<file path="config.mk">
export PLATFORM = sky130hd
export DESIGN_NAME = elastic_pipe_reg
export DESIGN_NICKNAME = d
export VERILOG_FILES = /design/src/rtl/elastic_pipe_reg.sv
export SDC_FILE = /design/constraint.sdc
export NUM_CORES = 1
export LEC_CHECK = 0
export CORE_ASPECT_RATIO = 1.5
export CORE_MARGIN = 2
export CORE_UTILIZATION = 33
export CTS_CLUSTER_SIZE = 8
export DETAILED_ROUTE_END_ITERATION = 10
export SKIP_CTS_REPAIR_TIMING = 1
export SKIP_LAST_GASP = 1
export SYNTH_ARGS = -nofsm -noshare
export SYNTH_HDL_FRONTEND = slang
export SYNTH_SLANG_ARGS = --single-unit
export TNS_END_PERCENT = 20
</file>
<file path="constraint.sdc">
create_clock -name clk -period 1.9 [get_ports clk]
set_clock_uncertainty 0.2 [all_clocks]
set_input_delay 0.285 -clock clk [delete_from_list [all_inputs] [get_ports clk]]
set_output_delay 0.285 -clock clk [all_outputs]
set_load 0.05 [all_outputs]
</file>
<file path="src/rtl/elastic_pipe_reg.sv">
// -----------------------------------------------------------------------------
// elastic_pipe_reg
//
// Flow-controlled pipeline stage register with a two-entry skid buffer.
// A valid/ready handshake replaces a global stall. Both in_ready and out_valid
// come straight from flops, so back-pressure never forms a combinational path
// from one stage to the next. Flush empties the stage and zeroes the payload
// bits selected by CLR_MASK, for example to force an instruction word to NOP.
//
// Parameters:
//   WIDTH     payload width in bits (>= 1)
//   CLR_MASK  payload bits zeroed in both data registers on flush
//
// Ports:
//   clk        system clock, rising-edge active
//   rst        synchronous active-high reset; clears everything
//   flush      synchronous flush; lower priority than rst, higher than handshakes
//   in_valid   upstream presents in_data
//   in_ready   stage can accept a word (registered)
//   in_data    upstream payload
//   out_valid  out_data holds a valid word (registered)
//   out_ready  downstream takes out_data this cycle
//   out_data   payload to downstream, driven by the main register
//   count      occupancy, 0..2
// -----------------------------------------------------------------------------
module elastic_pipe_reg #(
  parameter int               WIDTH    = 16,
  parameter logic [WIDTH-1:0] CLR_MASK = {WIDTH{1'b1}}
) (
  input  logic             clk,
  input  logic             rst,
  input  logic             flush,
  input  logic             in_valid,
  output logic             in_ready,
  input  logic [WIDTH-1:0] in_data,
  output logic             out_valid,
  input  logic             out_ready,
  output logic [WIDTH-1:0] out_data,
  output logic [1:0]       count
);

  // Main register feeds the output; the skid register catches the word that
  // arrives while the main register is stalled.
  logic [WIDTH-1:0] r_main_data;
  logic [WIDTH-1:0] r_skid_data;
  logic             r_main_valid;
  logic             r_skid_valid;

  logic [WIDTH-1:0] w_main_data_next;
  logic [WIDTH-1:0] w_skid_data_next;
  logic             w_main_valid_next;
  logic             w_skid_valid_next;

  logic [WIDTH-1:0] w_main_flushed;
  logic [WIDTH-1:0] w_skid_flushed;

  logic             w_in_fire;
  logic             w_out_fire;

  // in_ready only drops once the skid register is occupied, which is what
  // keeps it registered rather than a function of out_ready.
  assign in_ready   = ~r_skid_valid;
  assign out_valid  = r_main_valid;
  assign out_data   = r_main_data;
  assign count      = {1'b0, r_main_valid} + {1'b0, r_skid_valid};

  assign w_in_fire  = in_valid & ~r_skid_valid;
  assign w_out_fire = r_main_valid & out_ready;

  // Flush values: masked bits are cleared, the rest keep their contents.
  generate
    for (genvar gi = 0; gi < WIDTH; gi++) begin : g_flush_mask
      assign w_main_flushed[gi] = CLR_MASK[gi] ? 1'b0 : r_main_data[gi];
      assign w_skid_flushed[gi] = CLR_MASK[gi] ? 1'b0 : r_skid_data[gi];
    end
  endgenerate

  always_comb begin
    w_main_data_next  = r_main_data;
    w_skid_data_next  = r_skid_data;
    w_main_valid_next = r_main_valid;
    w_skid_valid_next = r_skid_valid;

    if (flush) begin
      // Handshakes in the flush cycle are ignored; in-flight words are dropped.
      w_main_valid_next = 1'b0;
      w_skid_valid_next = 1'b0;
      w_main_data_next  = w_main_flushed;
      w_skid_data_next  = w_skid_flushed;
    end else if (!r_main_valid) begin
      // EMPTY (skid is never valid without main)
      if (w_in_fire) begin
        w_main_data_next  = in_data;
        w_main_valid_next = 1'b1;
      end
    end else if (!r_skid_valid) begin
      // ONE
      unique case ({w_in_fire, w_out_fire})
        2'b11: w_main_data_next = in_data;
        2'b10: begin
          w_skid_data_next  = in_data;
          w_skid_valid_next = 1'b1;
        end
        2'b01: w_main_valid_next = 1'b0;
        default: ;
      endcase
    end else begin
      // FULL: in_ready is low, so only a drain can happen.
      if (w_out_fire) begin
        w_main_data_next  = r_skid_data;
        w_skid_valid_next = 1'b0;
      end
    end
  end

  always_ff @(posedge clk) begin
    if (rst) begin
      r_main_data  <= '0;
      r_skid_data  <= '0;
      r_main_valid <= 1'b0;
      r_skid_valid <= 1'b0;
    end else begin
      r_main_data  <= w_main_data_next;
      r_skid_data  <= w_skid_data_next;
      r_main_valid <= w_main_valid_next;
      r_skid_valid <= w_skid_valid_next;
    end
  end

endmodule

</file>
Word-level counts from Yosys, hierarchy flattened
Index checks and enable logic that the tools add are counted.
{"block": "word_totals", "ff_bits": 34, "input_bits": 21, "out_inout_bits": 20, "word_cells": 29}
{"block": "classes", "n_addsub": 1, "n_eq_ne": 5, "mux": 12, "bitwise": 3, "reduce_logical": 4}
{"operator": "16-bit two-way mux", "count": 5}
{"operator": "1-bit two-way mux", "count": 7}
{"operator": "3-bit AND reduction", "count": 2}
{"operator": "2-bit == test, second input constant", "count": 2}
{"operator": "3-bit by 1-bit inequality test with 1-bit output, second input constant", "count": 1}
{"operator": "3-bit by 2-bit inequality test with 1-bit output, second input constant", "count": 1}
{"operator": "1-bit by 1-bit adder with 2-bit output", "count": 1}
{"operator": "1-bit AND", "count": 2}
{"operator": "2-bit by 1-bit == test with 1-bit output, second input constant", "count": 1}
{"operator": "2-bit nonzero test", "count": 1}
{"operator": "2-bit OR reduction", "count": 1}
{"operator": "1-bit inverter", "count": 1}

Longest topological paths before layout
{"block": "logic_depth", "ltp_word": 6, "depth_mapped": 7, "depth_no_buf": 5}

Worst setup path before layout
Ideal clock, no wire load.
{"block": "synth_path", "path_kind": "flip-flop to flip-flop", "startpoint": "register r_main_valid, in the netlist out_valid", "endpoint": "register r_main_data[0], in the netlist out_data[0]", "setup_time_ns": 0.131, "arrival_time_ns": 2.075, "required_time_ns": 1.569, "path_slack_ns": -0.506, "path_stages_with_launch": 7, "path_buffers": 2, "synth_period_minus_slack_ns": 2.406, "path_cell_list": "dfxtp_1 ha_1 nand2b_1 buf_2 clkbuf_8 a221oi_1 a211oi_2"}
{"block": "synth_between", "elab_chain_len": 4, "word_cells_on_any_way": 7, "cone_classes": "3 x eq/ne; 1 x mux; 1 x bitwise; 2 x reduce/logical"}
{"element": "start, declared", "line": "46", "rtl": "logic r_main_valid;"}
{"element": "start signal, assigned", "line": "125", "rtl": "r_main_valid <= w_main_valid_next;"}
{"element": "1-bit AND", "line": "68", "rtl": "assign w_out_fire = r_main_valid & out_ready;"}
{"element": "2-bit == test", "line": "98", "rtl": "unique case ({w_in_fire, w_out_fire})"}
{"element": "3-bit by 1-bit inequality test with 1-bit output (no line)"}
{"element": "3-bit AND reduction (no line)"}
{"element": "end signal, assigned", "line": "123", "rtl": "r_main_data <= w_main_data_next;"}
{"element": "end, declared", "line": "44", "rtl": "logic [WIDTH-1:0] r_main_data;"}
Parallel ways exist; a longest one is shown, timed or not.
A chain may end at the register's enable or synchronous reset.

Final worst setup path
{"block": "layout_path", "startpoint": "register r_skid_valid", "endpoint": "output count[0]"}
{"block": "layout_between", "elab_chain_len": 1}
{"element": "start, declared", "line": "47", "rtl": "logic r_skid_valid;"}
{"element": "start signal, assigned", "line": "126", "rtl": "r_skid_valid <= w_skid_valid_next;"}
{"element": "1-bit by 1-bit adder with 2-bit output", "line": "65", "rtl": "assign count = {1'b0, r_main_valid} + {1'b0, r_skid_valid};"}
{"element": "end, declared", "line": "39", "rtl": "output logic [1:0] count"}
No other way between the ends.

==> results.yml <==
die:
  dieHeight_um: 92.8
  num_io_pins: 41
  die_x_um: 63.2
  dieArea_sq_um: 5870
  num_rows: 32
  core_sq_um: 5120
  start_util_pct: 33.9
critical_path:
  critical_path_class: "reg -> out"
  cp_slowest_stage_delay_ns: 0.41
  slowest_stage: "dfxtp_4"
  cp_cell_sequence: "clkinvlp_4 -> ha_4 -> inv_1 -> buf_12"
  cp.arrival_ns: 1.28
  startpoint_type: "flip-flop"
  setup.worst_path.end_class: "output port"
  crit_path_max_fanout: 8
  required_ns: 1.41
  r2r_cells: 5
hold_path:
  hold_path.class: "reg -> reg"
  whs_path_depth: 2
global_routing:
  antenna_found_initial: 0
  grt_pass1_vias: 1376
  grt_pass1_wl_mm: 7.20
  grt_usage_pct: 15.8
  grt_overflow: 0
  grt_max_degree: 22
yosys:
  synthArstFlopShare_pct: 0
  avgSynthCellArea_sq_um: 10.2
  synth_edf_count: 0
  yosysTopAreaCell: "dfxtp_1"
  ys_warn_count: 0
  ys.flop_type: "dfxtp_1"
  synth_fp_nets: 193
  synth_top_cell_area_share_pct: 39.2
  seq_area_frac_synth_pct: 39.2
  ys_top_cells_by_area: "dfxtp_1 39%, mux2i_1 9.2%, a221oi_1 8.1%, a211oi_2 7.2%, a21oi_1 5.2%"
  synth_cells: 170
  synthTopCellsByCount: "34 x dfxtp_1, 18 x a21oi_1"
  synth_cell_types: 30
  synth.most_common_cell: "dfxtp_1"
  ys_ff_latch: 34
  synth.cell_area_sq_um: 1740
sta:
  slew_headroom_pct: 77.6
  setup_viol: 0
  fin_hold_ws_ns: 0.272
  rsz0062_at_grt: "no"
  hold_violations: 0
  period_share_pct: 92.9
  worst_slew_pin_slew_ns: 0.336
  finalCriticalPeriod_ns: 1.76
  fmax_ghz: 0.567
  drv_slew: 0
pwr:
  vdd_drop_max_v: 0.000259
  comb_power_share_pct: 20.6
  p_sw_share_pct: 28.7
  sequentialPowerShare_pct: 45.6
  power_density_nw_per_um2: 694
  p_clk_share_pct: 33.9
  power.internal_uw: 1180
  p_leak_uw: 0.000945
  p_sw_uw: 473
  total_power_uw: 1650
routing:
  route.detailed.drc: 0
  dr.pass1.iters: 4
  drtIter0Drc: 100
  route.vias.total: 1497
  viasPerCell: 5.29
  wl_per_cell_um: 15.9
  ant_nets: 0
  totalWireLength_mm: 4.50
clock_tree:
  cts_tree: "built"
  cts_max_path_buffers: 2
  path_clk_slew_ns: 0.07
  clk_latency_ns: 0.29
  cts_buffers: 5
  htreeDepth: 2
  root_buffer: "clkbuf_8"
  cts_num_sinks: 34
place:
  dp_hpwl_mm: 3.09
  port-buffer-count: 40
  gp_congestion: 0.721
status:
  status: "finished clean"
final_layout:
  multi_input_area_sq_um: 896
  nNetsFinal: 237
  sequential_cell_area_sq_um: 688
  drive_gt1_share_pct: 29.8
  fill_cells: 537
  diodes: 0
  area_growth_pct: 36.7
flow_run:
  cap_violations: 0
==> critical path: cells and delay by family (launching register included) <==
| family | cells | cell delay, ns |
|---|---|---|
| flip-flops | 1 | 0.41 |
| buffers and inverters | 3 | 0.35 |
| adder cells (fa/ha/maj) | 1 | 0.23 |
==> flip-flops by register name, indices dropped and copies added, names as in the netlist <==
register / count
out_valid: 1
out_data: 16
r_skid_valid: 1
r_skid_data: 16
==> final cells by class <==
cell class / count / share of cell area (%)
multi-input cells: 114 / 37.7
flip-flops and latches: 34 / 29.0
repair buffers: 57 / 25.4
clock buffers: 7 / 3.64
well taps: 68 / 3.58
inverters: 2 / 0.474
clock inverters: 1 / 0.211
==> cell usage in the layout, fill, tap and decap left out <==
| master | synthesis | routed |
|---|---|---|
| inv_1 | 2 | 1 |
| buf_4 | 0 | 27 |
| nor2b_1 | 1 | 1 |
| dfxtp_1 | 34 | 32 |
| nor2b_4 | 1 | 1 |
| mux2i_1 | 16 | 16 |
| buf_12 | 1 | 10 |
| clkdlybuf4s50_1 | 0 | 20 |
| a22o_4 | 1 | 1 |
| a21oi_1 | 18 | 18 |
| nand2b_1 | 2 | 2 |
| a211oi_1 | 6 | 6 |
| nor3_1 | 1 | 1 |
| clkinv_2 | 0 | 1 |
| and3b_1 | 1 | 1 |
| nand2_2 | 1 | 1 |
| nor2_1 | 1 | 1 |
| ha_4 | 0 | 2 |
| o2bb2ai_4 | 0 | 1 |
| o21ai_0 | 16 | 16 |
| and2_1 | 1 | 1 |
| nand3b_1 | 1 | 1 |
| a221oi_1 | 16 | 16 |
| nand3_1 | 16 | 16 |
| nand2_1 | 1 | 1 |
| dfxtp_4 | 0 | 2 |
| clkbuf_1 | 4 | 1 |
| or2_2 | 1 | 1 |
| a211oi_2 | 10 | 10 |
| clkinvlp_4 | 0 | 1 |
| clkbuf_8 | 6 | 6 |
==> worst paths after layout <==
path                  start        endpoint  slack, ns
max reg2reg    r_skid_valid    out_data[10]       0.17
min reg2reg  r_skid_data[1]  r_skid_data[1]       0.27
max            r_skid_valid        count[0]       0.14
min          r_skid_data[1]  r_skid_data[1]       0.27
==> kinds of logic after synthesis <==
| group | count (synthesis) | synth area share, % |
|---|---|---|
| adder cells (fa/ha/maj) | 2 | 1.44 |
| multiplexers | 16 | 9.22 |
| AO/OA/AOI/OAI | 68 | 29.5 |
| buffers and inverters | 22 | 11.4 |
| flip-flops | 34 | 39.2 |
| AND/OR/NAND/NOR | 28 | 9.22 |
==> power by group through the flow <==
| stage | Combinational, uW | Clock [uW] | Sequential (uW) |
|---|---|---|---|
| detailed placement | 335 | 0 | 767 |
| CTS | 335 | 561 | 751 |
| global placement | 332 | 0 | 767 |
| finish | 339 | 558 | 751 |
| global route | 361 | 605 | 753 |
| floorplan | 155 | 0 | 827 |
==> metal layers <==
layer,global-route usage [%],up-vias,share of wire [%]
met2,27.5,44,53
met5,0,-,0
met1,19.3,713,41
met4,4.35,0,0.91
met3,3.77,5,5.0
li1,-,735,-
==> through the flow <==
| step | cell area [sq um] | instances | utilization, % | setup slack (ns) | TNS (ns) |
|---|---|---|---|---|---|
| global route | 2370 | 283 | 46.3 | 0.0378 | 0 |
| CTS | 2340 | 279 | 45.8 | 0.0537 | 0 |
| finish | 2370 | 283 | 46.3 | 0.136 | 0 |
| floorplan | 1790 | 170 | - | 0.0278 | 0 |
| global placement | 2250 | 271 | 44.0 | 0.00130 | 0 |
| detailed placement | 2250 | 271 | 44.0 | -0.0336 | -0.135 |
Note: power is estimated with default switching activity, not from simulation.
